`config.mk`:
```
export PLATFORM = sky130hd
export DESIGN_NAME = ms_beat_controller
export DESIGN_NICKNAME = d
export VERILOG_FILES = /design/src/rtl/ms_beat_controller.sv
export SDC_FILE = /design/constraint.sdc
export NUM_CORES = 1
export LEC_CHECK = 0
export CAP_MARGIN = 20
export CORE_MARGIN = 2
export CORE_UTILIZATION = 35
export CTS_BUF_LIST = sky130_fd_sc_hd__clkbuf_2
export DETAILED_ROUTE_END_ITERATION = 8
export MAX_ROUTING_LAYER = met4
export PLACE_DENSITY = 0.77
export SLEW_MARGIN = 40
export SYNTH_ARGS = -nofsm -noshare
export SYNTH_HDL_FRONTEND = slang
export SYNTH_SLANG_ARGS = --single-unit
```
`constraint.sdc`:
```
create_clock -name w_DPG -period 2.6 [get_ports w_DPG]
set_clock_uncertainty 0.2 [all_clocks]
set_input_delay 0.52 -clock w_DPG [delete_from_list [all_inputs] [get_ports w_DPG]]
set_output_delay 0.52 -clock w_DPG [all_outputs]
set_load 0.02 [all_outputs]
```
`src/rtl/ms_beat_controller.sv`:
```
// ms_beat_controller
// Beat sequencer for the main store. The w_DPG digit stream is divided into
// beats of INSTR_BITS active digits plus FLYBACK_TIME flyback digits. The
// machine steps through SCAN1, ACTION1, SCAN2, ACTION2. Between instructions
// it can stop, and while stopped it serves single-beat manual writes.
// Every output is decoded from registered state and the registered digit
// counter. The only exception is b_MS_ADDR, which also steers the selected
// address input straight through.
module ms_beat_controller #(
  parameter int INSTR_BITS      = 20,
  parameter int INSTR_ADDR_BITS = 10,
  parameter int FLYBACK_TIME    = 4,
  localparam int BEAT_LEN       = INSTR_BITS + FLYBACK_TIME,
  localparam int DIGIT_W        = $clog2(BEAT_LEN) + 1
) (
  input  logic                       w_DPG,
  input  logic                       w_RST_N,
  input  logic                       w_RUN,
  input  logic                       w_HALT,
  input  logic                       w_STORE,
  input  logic [INSTR_ADDR_BITS-1:0] b_CI,
  input  logic [INSTR_ADDR_BITS-1:0] b_PI_ADDR,
  input  logic                       w_MAN_REQ,
  input  logic [INSTR_ADDR_BITS-1:0] b_MAN_ADDR,
  output logic [INSTR_ADDR_BITS-1:0] b_MS_ADDR,
  output logic                       w_XTB,
  output logic                       w_MS_ZERO,
  output logic [DIGIT_W-1:0]         b_DIGIT,
  output logic                       w_FLYBACK,
  output logic [1:0]                 b_BEAT,
  output logic                       w_CI_INC,
  output logic                       w_PI_LOAD,
  output logic                       w_MAN_ACK,
  output logic                       w_STOPPED
);

  typedef enum logic [2:0] {
    ST_STOP    = 3'd0,
    ST_MAN     = 3'd1,
    ST_SCAN1   = 3'd2,
    ST_ACTION1 = 3'd3,
    ST_SCAN2   = 3'd4,
    ST_ACTION2 = 3'd5
  } state_t;

  state_t             state_r;
  logic [DIGIT_W-1:0] digit_r;
  logic               st_f_r;
  logic               hl_f_r;
  logic               last_digit_s;

  assign last_digit_s = (digit_r == DIGIT_W'(BEAT_LEN - 1));

  // Free-running digit counter. It runs in every state so that beat
  // boundaries stay aligned to the drum even while stopped.
  always_ff @(posedge w_DPG or negedge w_RST_N) begin
    if (!w_RST_N) begin
      digit_r <= '0;
    end else if (last_digit_s) begin
      digit_r <= '0;
    end else begin
      digit_r <= digit_r + DIGIT_W'(1);
    end
  end

  // Beat state machine. It moves only on the edge that leaves the last digit.
  // The store/halt flags are captured at the end of SCAN2 and cleared when
  // ACTION2 ends.
  always_ff @(posedge w_DPG or negedge w_RST_N) begin
    if (!w_RST_N) begin
      state_r <= ST_STOP;
      st_f_r  <= 1'b0;
      hl_f_r  <= 1'b0;
    end else if (last_digit_s) begin
      case (state_r)
        ST_STOP: begin
          // A manual request takes priority over a request to run.
          if (w_MAN_REQ) begin
            state_r <= ST_MAN;
          end else if (w_RUN) begin
            state_r <= ST_SCAN1;
          end else begin
            state_r <= ST_STOP;
          end
        end
        ST_MAN:     state_r <= ST_STOP;
        ST_SCAN1:   state_r <= ST_ACTION1;
        ST_ACTION1: state_r <= ST_SCAN2;
        ST_SCAN2: begin
          state_r <= ST_ACTION2;
          st_f_r  <= w_STORE;
          hl_f_r  <= w_HALT;
        end
        ST_ACTION2: begin
          // Dropping w_RUN only takes effect here, so the current
          // instruction always completes.
          if (hl_f_r || !w_RUN) begin
            state_r <= ST_STOP;
          end else begin
            state_r <= ST_SCAN1;
          end
          st_f_r <= 1'b0;
          hl_f_r <= 1'b0;
        end
        default: begin
          state_r <= ST_STOP;
          st_f_r  <= 1'b0;
          hl_f_r  <= 1'b0;
        end
      endcase
    end else begin
      state_r <= state_r;
    end
  end

  // Decode the outputs from the registered state and the digit counter.
  // The write strobe has no path from any input, so reset removes it
  // asynchronously.
  always_comb begin
    b_MS_ADDR = b_MAN_ADDR;
    w_XTB     = 1'b0;
    b_BEAT    = 2'd0;
    w_CI_INC  = 1'b0;
    w_PI_LOAD = 1'b0;
    w_MAN_ACK = 1'b0;
    w_STOPPED = 1'b0;
    case (state_r)
      ST_STOP: begin
        w_STOPPED = 1'b1;
      end
      ST_MAN: begin
        w_XTB     = 1'b1;
        w_MAN_ACK = last_digit_s;
      end
      ST_SCAN1: begin
        b_MS_ADDR = b_CI;
        b_BEAT    = 2'd0;
        w_CI_INC  = last_digit_s;
      end
      ST_ACTION1: begin
        b_MS_ADDR = b_CI;
        b_BEAT    = 2'd1;
        w_PI_LOAD = last_digit_s;
      end
      ST_SCAN2: begin
        b_MS_ADDR = b_PI_ADDR;
        b_BEAT    = 2'd2;
      end
      ST_ACTION2: begin
        b_MS_ADDR = b_PI_ADDR;
        b_BEAT    = 2'd3;
        w_XTB     = st_f_r;
      end
      default: begin
        w_STOPPED = 1'b1;
      end
    endcase
  end

  assign w_MS_ZERO = w_XTB;
  assign b_DIGIT   = digit_r;
  assign w_FLYBACK = (digit_r >= DIGIT_W'(INSTR_BITS));

endmodule

```
# Word level (Yosys, flattened, before mapping)
# Cells that the tools add are included.
[totals] romBits=0 mem_count=0 inputBits=36 ram_bits=0 latch_bits=0 register_bits=11 output_inout_bits=25 word_cells=35
[classes] reduce_logical=8 eq_ne=6 n_mul=0 n_addsub=1 n_lt_le_gt_ge=1 n_shift=0 n_bitwise=1 muxes=14 div_mod_pow=0
[ops] cell="$pmux 10 s2" n=1
[ops] cell="$pmux 3 s5" n=1
[ops] cell="$add 6x1->6 const B" n=1
[ops] cell="$eq 3x2->1 const B" n=2
[ops] cell="$eq 3x3->1 const B" n=2
[ops] cell="$eq 6x5->1 const B" n=1
[ops] cell="$ge 6x5->1 const B" n=1
[ops] cell="$mux 2" n=3
[ops] cell="$mux 6" n=1
[ops] cell="$pmux 1 s2" n=3
[ops] cell="$pmux 2 s3" n=1
[ops] cell="$reduce_or 5->1" n=1
[ops] cell="$mux 1" n=4
[ops] cell="$reduce_or 2->1" n=2
[ops] cell="$reduce_or 4->1" n=1
[ops] cell="$eq 3x1->1 const B" n=1
[ops] cell="$logic_not 3->1" n=1
[ops] cell="$reduce_and 2->1" n=1
[ops] cell="$logic_not 1->1" n=1
[ops] cell="$logic_or 1x1->1" n=1
[ops] cell="$not 1->1" n=1

# Depth between registers and ports, before layout
[depth] word_depth=4 depth_mapped=4 mapped_depth_nobuf=4

# Least setup slack after synthesis
# Ideal clock, no wire load.
[synth_timing] path_kind="flip-flop to output port" from="reg digit_r[0] (netlist: b_DIGIT[0])" to="out w_MAN_ACK" path_slack_ns=-0.012 arrival_ns=1.892 t_required_ns=1.880 path_stages_with_launch=5 n_path_buf=0 path_cell_list="dfrtp_1 ha_1 nand4b_4 nor2_1 nor4b_1"
[synth_between] elab_chain_cells=2
[synth_rtl] item="from (decl)" line="47" text="logic [DIGIT_W-1:0] digit_r;"
[synth_rtl] item="from (signal assigned)" line="62" text="digit_r <= digit_r + DIGIT_W'(1);"
[synth_rtl] item="$eq 6x5->1" line="52" text="assign last_digit_s = (digit_r == DIGIT_W'(BEAT_LEN - 1));"
[synth_rtl] item="$mux 1" line="127" text="case (state_r)"
[synth_rtl] item="to (decl)" line="33" text="output logic w_MAN_ACK,"
# No other way between the ends.

# Worst setup path after layout
[layout_timing] from="reg state_r[2]" to="out b_BEAT[0]"
[layout_between] elab_chain_cells=2 elab_cells_between_ends=4 classes_between="eq/ne (3); mux (1)"
[layout_rtl] item="from (decl)" line="46" text="state_t state_r;"
[layout_rtl] item="from (signal assigned)" line="112" text="state_r <= state_r;"
[layout_rtl] item="$eq 3x3->1 / $eq 3x2->1 (equally long branches)" line="127"
[layout_rtl] item="$pmux 2 s3 (*)" line="127"
[layout_rtl] item="to (decl)" line="30" text="output logic [1:0] b_BEAT,"
# Every way passes the cells marked *; elsewhere a longest branch is shown, timed or not.

==> results.md <==
- Post-Syn Nets: 151
- Worst-skew pair later-pin latency: 0.26 ns
- Worst EP required: 1.88 ns
- Crit Path Category: register to output pin
- Ant. Diodes: 0
- PD cells: 225 nW/um2
- H-tree Lvls: 1
- Routed WL: 2820 um
- Period minus WS final: 2.43 ns
- FP Rows: 19
- CTS tree: yes
- Drt initial violations: 50
- Wire length per cell: 13.6 um
- Register area share after synthesis: 0.282
- Grt ovf: 0
- Largest net degree at the start of global routing: 39
- First-pass GRT wire length: 4520 um
- Status: completed
- PortBufs: 60
- Boundary Pins: 61
- Pleak: 0.000745 uW
- DP Wirelength: 2180 um
- Ys async rst share: 1.00
- Vias per cell: 5.10
- Clock Path Buffers: 2
- Hold Crit Class: register to register
- Syn Std Cell Area: 977 um2
- CTS Sinks: 11
- Slew Limit Fails: 0
- VDD IR max: 0.267 mV
- Mapped Cells: 113
- Final number of hold-violating endpoints: 0
- Gp weighted congestion: 0.793
- Initial antenna violation count: 0
- TritonCTS buffer count: 3
- Ratio of cells with drive above 1 in the final layout: 0.114
- Max-Cap Viols: 0
- CTS root buffer: clkbuf_2
- CP Capture Type: output pin
- Total number of vias: 1055
- CORE AREA: 2710 um2
- Die W: 56.8 um
- Fill cells: 240
- Slew @ Worst Pin: 0.497 ns
- Die Footprint: 3230 um2
- Setup bufs post-CTS: 0
- Area Growth Syn to Fin: 69.0%
- Setup TNS: 0 ns
- Arr. time, crit path: 1.71 ns
- Clock transition at path regs: 0.12 ns
- Synth Flop Type: dfrtp_1
- Syn_area_per_cell: 8.65 um2
- DRC Markers: 0
- Fin Hold WS: 0.336 ns
- Final setup viols: 0
- Synth warn: 0
- DR pass1 iterations: 4
- Worst-path fanout max: 30
- Post-synth EDFFs: 0
- Post-route clock period utilization: 0.935
- RSZ-0062 raised after global routing: false
- Starting Density: 0.361
- Chip height: 56.8 um
- Final net count: 215
- Fmax achieved: 411 MHz
- Seq cells post-synth: 11
- Worst relative slew slack: 0.668
- Overall Global Routing Usage: 0.179
- Antenna viol nets, final: 0
- Crit path launch type: register
- Vias in the first global route: 1006
- Post-synth cell types: 33
## critical path: stages (launching register included)
cell and delay (ns):
dfrtp_1 0.37, buf_6 0.22, nand2_1 0.10, a21oi_1 0.15
clkdlybuf4s50_1 0.61
## kinds of logic after synthesis
logic type      synth area share
xor+xnor                  0.0269
mux                        0.134
buf+inv                   0.0960
fa+ha+maj                 0.0256
compound gates             0.206
simple gates               0.229
flops                      0.282
## worst paths after layout
kind,startpoint,to,slack (ns),cells past startpoint
worst max-delay path,state_r[2]$_DFFE_PN0N_,b_BEAT[0],0.17,4
max in group asynchronous,w_RST_N,state_r[2]$_DFFE_PN0N_,1.49,1
worst min-delay path,st_f_r$_DFFE_PN0P_,st_f_r$_DFFE_PN0P_,0.34,2
min in group asynchronous,w_RST_N,b_DIGIT[0]$_DFF_PN0_,0.37,1
worst min register to register,st_f_r$_DFFE_PN0P_,st_f_r$_DFFE_PN0P_,0.34,2
worst max register to register,b_DIGIT[0]$_DFF_PN0_,st_f_r$_DFFE_PN0P_,0.91,4
## Yosys cell counts, drive strengths merged, types with 4 or more instances
master | count | area (um2)
buf | 5 | 38.8
nor2b | 11 | 68.8
a21oi | 11 | 55.1
nor2 | 5 | 18.8
o21ai | 4 | 20.0
inv | 8 | 30.0
nand2 | 5 | 18.8
dfrtp | 11 | 275
clkbuf | 4 | 25.0
mux2i | 12 | 120
a211oi | 11 | 82.6
## sequential cells by signal (all words and copies together) (netlist names)
register	count
st_f_r	1
hl_f_r	1
state_r	3
b_DIGIT	6
## layout by cell type (no fill, tap or decap), drive strengths merged
cell           count
clkdlybuf4s50     44
mux2i             12
dlygate4sd2       12
nor2b             11
a211oi            11
a21oi             11
dfrtp             11
inv                8
buf                8
nand2              5
nor2               5
o21ai              4
clkbuf             4
nand2b             3
xor2               3
dlymetal6s2s       3
nand3              2
ha                 2
nor4               2
nand4b             1
mux2               1
nor4b              1
or2                1
o41a               1
nand4bb            1
or4                1
o211ai             1
o31ai              1
nor3b              1
and2               1
nor3               1
o41ai              1
a21boi             1
clkinv             1
## per-layer routing
metal	wire length (um)	global-route usage	up-vias
met5	0	-	-
met4	31	0.0598	0
met3	294	0.0461	6
met2	1280	0.297	54
met1	1210	0.211	466
li1	-	-	529
## per-stage QoR
stage          setup slack (ns)  area, um2   util  total power (uW)  std cells
2_1_floorplan             0.238        983      -               208        113
3_3_place_gp            -0.0408       1630  0.602               283        203
3_5_place_dp             -0.108       1630  0.602               286        203
4_1_cts                  0.0171       1640  0.604               375        207
5_1_grt                  0.0190       1650  0.609               391        207
6_report                  0.169       1650  0.609               371        207
## area by class of cell
type	count	area [um2]	share of cell area
Clock buffer	3	15.0	0.00909
Clock inverter	1	5.00	0.00303
Tap cell	31	38.8	0.0235
Inverter	8	30.0	0.0182
Multi-Input combinational cell	85	623	0.377
Sequential cell	11	275	0.167
Timing Repair Buffer	68	664	0.402
## repair_timing
item                       in CTS  in global routing
hold buffers                    0                  0
setup endpoints to repair      14                  6
gates resized for setup        14                  8
pin swaps                       0                  0
## report_power, final
part / switching [uW] / total (uW) / leakage (uW) / internal (uW)
clock network: 60.8 / 95.6 / 0.0000164 / 34.8
logic: 35.9 / 102 / 0.000594 / 66.4
registers: 0.628 / 173 / 0.000135 / 173
Power figures use the tool's default switching activity.
